--- src/rtl/mem_access_pkg.sv ---
`default_nettype none
// ---------------------------------------------------------------------------
// defines : shared types and constants for the mem_access data-memory stage
// Rev 1.0
// ---------------------------------------------------------------------------
package defines;

  typedef logic [31:0] data_t;

  typedef struct packed {
    logic [6:0] funct7;
    logic [4:0] rs2;
    logic [4:0] rs1;
    logic [2:0] funct3;
    logic [4:0] rd;
    logic [6:0] opcode;
  } instr_t;

  typedef enum logic [1:0] {
    IDLE = 2'd0,
    REQ  = 2'd1,
    RESP = 2'd2
  } mem_state_t;

  localparam logic [6:0] LOAD  = 7'b0000011;
  localparam logic [6:0] STORE = 7'b0100011;

  // funct3[1:0] encodes access width; funct3[2] marks unsigned loads
  localparam logic [1:0] SIZE_B = 2'b00;
  localparam logic [1:0] SIZE_H = 2'b01;
  localparam logic [1:0] SIZE_W = 2'b10;

  function automatic logic is_aligned(input logic [2:0] funct3, input logic [1:0] addr_lo);
    case (funct3[1:0])
      SIZE_B:  return 1'b1;
      SIZE_H:  return ~addr_lo[0];
      default: return (addr_lo == 2'b00);
    endcase
  endfunction

endpackage
`default_nettype wire

--- src/rtl/mem_access_if.sv ---
`default_nettype none
// ---------------------------------------------------------------------------
// mem_access_if : data-memory request/acknowledge bus
// Rev 1.0
// ---------------------------------------------------------------------------
interface mem_access_if;
  import defines::*;

  logic        mem_req;
  logic        mem_we;
  data_t       mem_addr;
  logic [3:0]  mem_be;
  data_t       mem_wdata;
  logic        mem_ack;
  data_t       mem_rdata;

  modport master (
    output mem_req, mem_we, mem_addr, mem_be, mem_wdata,
    input  mem_ack, mem_rdata
  );

  modport slave (
    input  mem_req, mem_we, mem_addr, mem_be, mem_wdata,
    output mem_ack, mem_rdata
  );

endinterface
`default_nettype wire

--- src/rtl/mem_access_align.sv ---
`default_nettype none
// ---------------------------------------------------------------------------
// mem_align : byte-enable / store-lane replication and load lane extension
// Rev 1.0
// ---------------------------------------------------------------------------
module mem_align
  import defines::*;
(
  input  logic [2:0] funct3_i,
  input  logic [1:0] addr_lo_i,
  input  data_t      store_data_i,
  input  data_t      load_word_i,
  output logic [3:0] be_o,
  output data_t      wdata_o,
  output data_t      load_data_o
);

  data_t shifted;

  always_comb begin
    shifted     = load_word_i >> {addr_lo_i, 3'b000};
    be_o        = 4'b1111;
    wdata_o     = store_data_i;
    load_data_o = shifted;
    case (funct3_i[1:0])
      SIZE_B: begin
        be_o        = 4'b0001 << addr_lo_i;
        wdata_o     = {4{store_data_i[7:0]}};
        load_data_o = funct3_i[2] ? {24'h0, shifted[7:0]}
                                  : {{24{shifted[7]}}, shifted[7:0]};
      end
      SIZE_H: begin
        be_o        = 4'b0011 << addr_lo_i;
        wdata_o     = {2{store_data_i[15:0]}};
        load_data_o = funct3_i[2] ? {16'h0, shifted[15:0]}
                                  : {{16{shifted[15]}}, shifted[15:0]};
      end
      default: ;
    endcase
  end

endmodule
`default_nettype wire

--- src/rtl/mem_access.sv ---
`default_nettype none
// ---------------------------------------------------------------------------
// mem_access : MEM pipeline stage, one outstanding data-memory transaction
// Rev 1.0
// ---------------------------------------------------------------------------
module mem_access
  import defines::*;
(
  input  logic            clk,
  input  logic            rst,
  input  logic            in_valid,
  input  instr_t          instr,
  input  data_t           alu_result,
  input  data_t           rs2_fwd,
  input  logic            flush,
  mem_access_if.master    bus,
  output logic            stall,
  output logic            wb_valid,
  output data_t           wb_data,
  output logic            misalign
);

  mem_state_t state_q, state_d;
  data_t      addr_q, addr_d;
  logic [3:0] be_q, be_d;
  data_t      wdata_q, wdata_d;
  logic       we_q, we_d;
  logic [2:0] f3_q, f3_d;
  logic [1:0] off_q, off_d;
  logic       wb_valid_q, wb_valid_d;
  data_t      wb_data_q, wb_data_d;
  logic       misalign_q, misalign_d;

  logic       is_mem;
  logic       aligned;
  logic [2:0] al_funct3;
  logic [1:0] al_addr;
  logic [3:0] al_be;
  data_t      al_wdata;
  data_t      al_load;
  logic       unused_instr_bits;

  assign is_mem  = (instr.opcode == LOAD) || (instr.opcode == STORE);
  assign aligned = is_aligned(instr.funct3, alu_result[1:0]);
  assign unused_instr_bits = ^{instr.funct7, instr.rs2, instr.rs1, instr.rd};

  // One aligner serves both paths: incoming store in IDLE, returning load otherwise
  assign al_funct3 = (state_q == IDLE) ? instr.funct3     : f3_q;
  assign al_addr   = (state_q == IDLE) ? alu_result[1:0]  : off_q;

  mem_align u_align (
    .funct3_i     (al_funct3),
    .addr_lo_i    (al_addr),
    .store_data_i (rs2_fwd),
    .load_word_i  (bus.mem_rdata),
    .be_o         (al_be),
    .wdata_o      (al_wdata),
    .load_data_o  (al_load)
  );

  always_comb begin
    state_d    = state_q;
    addr_d     = addr_q;
    be_d       = be_q;
    wdata_d    = wdata_q;
    we_d       = we_q;
    f3_d       = f3_q;
    off_d      = off_q;
    wb_valid_d = 1'b0;
    wb_data_d  = wb_data_q;
    misalign_d = 1'b0;
    stall      = 1'b0;
    case (state_q)
      IDLE: begin
        if (in_valid && !flush) begin
          if (!is_mem) begin
            wb_valid_d = 1'b1;
            wb_data_d  = alu_result;
          end else if (!aligned) begin
            wb_valid_d = 1'b1;
            misalign_d = 1'b1;
            wb_data_d  = alu_result;
          end else begin
            stall   = 1'b1;
            state_d = REQ;
            addr_d  = {alu_result[31:2], 2'b00};
            be_d    = al_be;
            wdata_d = al_wdata;
            we_d    = (instr.opcode == STORE);
            f3_d    = instr.funct3;
            off_d   = alu_result[1:0];
          end
        end
      end
      REQ: begin
        stall = 1'b1;
        if (bus.mem_ack) begin
          state_d    = RESP;
          wb_valid_d = 1'b1;
          wb_data_d  = we_q ? '0 : al_load;
        end
      end
      RESP:    state_d = IDLE;
      default: state_d = IDLE;
    endcase
  end

  always_ff @(posedge clk) begin
    if (rst) begin
      state_q    <= IDLE;
      addr_q     <= '0;
      be_q       <= '0;
      wdata_q    <= '0;
      we_q       <= 1'b0;
      f3_q       <= '0;
      off_q      <= '0;
      wb_valid_q <= 1'b0;
      wb_data_q  <= '0;
      misalign_q <= 1'b0;
    end else begin
      state_q    <= state_d;
      addr_q     <= addr_d;
      be_q       <= be_d;
      wdata_q    <= wdata_d;
      we_q       <= we_d;
      f3_q       <= f3_d;
      off_q      <= off_d;
      wb_valid_q <= wb_valid_d;
      wb_data_q  <= wb_data_d;
      misalign_q <= misalign_d;
    end
  end

  assign bus.mem_req   = (state_q == REQ);
  assign bus.mem_we    = we_q;
  assign bus.mem_addr  = addr_q;
  assign bus.mem_be    = be_q;
  assign bus.mem_wdata = wdata_q;
  assign wb_valid      = wb_valid_q;
  assign wb_data       = wb_data_q;
  assign misalign      = misalign_q;

endmodule
`default_nettype wire

--- src/flat_wrapper.sv ---
// flat-port wrapper written by rule: the top's interface ports become plain ports
module mem_access_flat import defines::*;
  (clk, rst, in_valid, instr, alu_result, rs2_fwd, flush, stall, wb_valid, wb_data, misalign, bus_mem_req, bus_mem_we, bus_mem_addr, bus_mem_be, bus_mem_wdata, bus_mem_ack, bus_mem_rdata);
  mem_access_if bus_i ();
  input  logic clk;
  input  logic rst;
  input  logic in_valid;
  input  instr_t instr;
  input  data_t alu_result;
  input  data_t rs2_fwd;
  input  logic flush;
  output logic stall;
  output logic wb_valid;
  output data_t wb_data;
  output logic misalign;
  output wire logic [$bits(bus_i.mem_req)-1:0] bus_mem_req;
  output wire logic [$bits(bus_i.mem_we)-1:0] bus_mem_we;
  output wire logic [$bits(bus_i.mem_addr)-1:0] bus_mem_addr;
  output wire logic [$bits(bus_i.mem_be)-1:0] bus_mem_be;
  output wire logic [$bits(bus_i.mem_wdata)-1:0] bus_mem_wdata;
  input wire logic [$bits(bus_i.mem_ack)-1:0] bus_mem_ack;
  input wire logic [$bits(bus_i.mem_rdata)-1:0] bus_mem_rdata;
  assign bus_mem_req = bus_i.mem_req;
  assign bus_mem_we = bus_i.mem_we;
  assign bus_mem_addr = bus_i.mem_addr;
  assign bus_mem_be = bus_i.mem_be;
  assign bus_mem_wdata = bus_i.mem_wdata;
  assign bus_i.mem_ack = bus_mem_ack;
  assign bus_i.mem_rdata = bus_mem_rdata;
  mem_access u_core (.clk(clk), .rst(rst), .in_valid(in_valid), .instr(instr), .alu_result(alu_result), .rs2_fwd(rs2_fwd), .flush(flush), .bus(bus_i), .stall(stall), .wb_valid(wb_valid), .wb_data(wb_data), .misalign(misalign));
endmodule
--- config.mk ---
export PLATFORM = sky130hd
export DESIGN_NAME = mem_access_flat
export DESIGN_NICKNAME = d
export VERILOG_FILES = /design/src/rtl/mem_access_pkg.sv /design/src/rtl/mem_access_if.sv /design/src/rtl/mem_access_align.sv /design/src/rtl/mem_access.sv /design/src/flat_wrapper.sv
export SDC_FILE = /design/constraint.sdc
export NUM_CORES = 1
export LEC_CHECK = 0
export BUFFER_PORTS_ARGS = -buffer_cell sky130_fd_sc_hd__buf_4
export CORE_MARGIN = 3
export CORE_UTILIZATION = 43
export DETAILED_ROUTE_END_ITERATION = 6
export GPL_TIMING_DRIVEN = 0
export PLACE_DENSITY = 0.83
export SLEW_MARGIN = 20
export SYNTH_ARGS = -nofsm -noshare
export SYNTH_HDL_FRONTEND = slang
export SYNTH_SLANG_ARGS = --single-unit
--- constraint.sdc ---
create_clock -name clk -period 3.1 [get_ports clk]
set_input_delay 0.31 -clock clk [delete_from_list [all_inputs] [get_ports clk]]
set_output_delay 0.31 -clock clk [all_outputs]
set_load 0.02 [all_outputs]
==> results.ini <==
[routing]
vias=5905
dr.first_iter.drc_count=685
via_per_inst=5.80
drt_pass1_iterations=7
drtAntennaViolNets=0
drt_wl_total_mm=19.4
wl_per_cell_um=19.1
drc_errors=1

[synth]
synth_top_family_by_area=compound AO/OA/AOI/OAI gates
synth_compound_area_frac=0.255
async_flop_share=0
synth_ff_type=dfxtp_1
yosysTopAreaCellShare=0.412
synth_commonest_cells=nand2_1, dfxtp_1, a21oi_1, nor2_1, clkbuf_1
synth.most_common_cell=nand2_1
synth_xor_area_frac=0
synth-simple-area-share=0.212
yosys_warnings=0
synth-edff-count=0
netlist.top_cell.by_area=dfxtp_1
syn_avg_cell_area_sq_um=8.13
synth.area.top_cells=dfxtp_1, nand2_1, a21oi_1
syn_area_sq_um=5250
synth.mux.area_fraction=0.0700
ys_types=49
synth_seq_cells=108
synthAdderAreaFrac=0
synthCells=646
ys_seq_area_frac=0.412

[cells_and_area]
n_fill_cell=1035
multi_input_area_sq_um=2840
instances_no_fill=1018
regArea_sq_um=2160
area_delta_synth_final_pct=40.3
diodes=0
drive_gt1_frac=0.312
final_core_util=0.632
fin_nets=1003
fin_area_sq_um=7370

[sta]
setup_ws_ns=0.243
finalSetupViolations=0
finalCritPeriodShare=0.922
fin_crit_ns=2.86
tns_ns=0
hold_violations=0
skew_ns=0.00968
rsz0062_at_grt=false
timing.fmax_mhz=350
slew_viol_final=0
worst_pin_slew_ns=1.16
slew_headroom=0.222
hold_ws_ns=0.207

[setup_path]
cp.arrival_ns=2.55
r2r-start=u_core.state_q[1]$_SDFFE_PP0P_
path_class=flip-flop to primary output
crit_path_start_kind=flip-flop
reg2regPathDepth=6
worst_ep_required_time_ns=2.79
critPathMaxFanout=10
critPathLaunch=u_core.state_q[1]$_SDFFE_PP0P_
critPathCaptureType=primary output

[cts]
cts_setup_buffers=0
clkLatencyLatePin_ns=0.35
clk_pin_slew_ns=0.07
clockBufferDepth=2
numCtsBuffers=9
clock-sinks=108
cts_root_buffer=clkbuf_16
htree_levels=3
cts_tree=yes

[hold_path]
hp-start=alu_result[21]
worstHoldPathCells=3
hold_class=input pin to flip-flop

[global_routing]
grt_pass1_vias=5388
use_met2=0.437
grt_max_degree=18
grt.met1_usage=0.371
antenna_found_initial=0
grt_overflow=0
track_usage=0.275
busiest_layer=met2
grt_pass1_wl_mm=29.0
grt_use_met3=0.0699

[die]
ios=238
coreArea_sq_um=11700
std_cell_rows=39
start_util=0.450
die_area_sq_um=13600
fp.dieW_um=117
dieHeight_um=117

[pwr]
leakagePower_nw=2.96
peakVddDrop_v=0.000301
power.total_mw=3.21
power_density_nw_per_um2=435

[placed_design]
port_buffers=212
post-place-ws_ns=0.0780
dp_cells=1002
postPlaceCellArea_sq_um=7030
finalWeightedCongestion=0.971
post-dp-hpwl_mm=14.9

[status]
violations=DRC
status=finished with violations

[job]
maxCapViolCount=0

-- path summary, 6_finish.rpt --
path / to / slack, ns
max reg2reg: u_core.bus.mem_wdata[24]$_SDFFE_PP0P_ / 0.30
max: stall / 0.24
min reg2reg: u_core.bus.mem_wdata[3]$_SDFFE_PP0P_ / 0.46
min: u_core.bus.mem_addr[21]$_SDFFE_PP0P_ / 0.21
-- report_power, final --
part	internal [mW]	switching (mW)
clock network	0.755	0.517
registers	1.42	0.0162
logic	0.229	0.274
-- metal layers --
metal / share of wire / vias up
met5: 0 / -
met4: 0.023 / 0
met3: 0.098 / 31
met2: 0.47 / 316
met1: 0.41 / 2761
li1: - / 2797
-- cells in the final DEF, fill, tap and decap left out, drive strengths merged, types with 5 or more instances in the layout --
| cell type | n |
|---|---|
| a211oi | 24 |
| a21oi | 78 |
| a221oi | 8 |
| a222oi | 8 |
| a311o | 8 |
| a311oi | 25 |
| a31o | 7 |
| buf | 223 |
| clkbuf | 59 |
| dfxtp | 108 |
| inv | 5 |
| mux2 | 16 |
| mux4 | 7 |
| nand2 | 123 |
| nand3 | 10 |
| nand4 | 9 |
| nor2 | 80 |
| nor2b | 8 |
| nor3 | 14 |
| o21ai | 9 |
| o31a | 9 |
-- cells by family after synthesis --
| logic type | after synthesis |
|---|---|
| mux | 26 |
| other cells | 1 |
| simple gates | 260 |
| compound gates | 188 |
| flops | 108 |
| buf+inv | 63 |
-- cell type report --
cell class                      instances  area share
Tap cell                              143      0.0243
Timing Repair Buffer                  212       0.216
Sequential cell                       108       0.293
Multi-Input combinational cell        476       0.385
Inverter                                4     0.00204
Buffer                                 59      0.0341
Clock buffer                           11      0.0343
Clock inverter                          5      0.0112
-- critical path: stages, from the launching register on --
cell and delay, ns:
dfxtp_1 0.34, nor2_4 0.24, nand4_1 0.25, or3_1 0.45, clkbuf_1 0.28, clkbuf_1 0.33
nand2_1 0.16, buf_4 0.15
-- flip-flops by register name (all words and copies together) (netlist names) --
register,count
u_core.wb_valid,1
u_core.misalign,1
u_core.off_q,2
u_core.bus.mem_addr,30
u_core.wb_data,32
u_core.bus.mem_be,4
u_core.f3_q,3
u_core.bus.mem_wdata,32
u_core.state_q,2
u_core.bus.mem_we,1
-- timing repair --
item	CTS	global route
gates resized for setup	0	4
hold buffers	0	0
endpoints found under the setup margin	0	8
No activity file was read; power rests on OpenSTA's default activity.
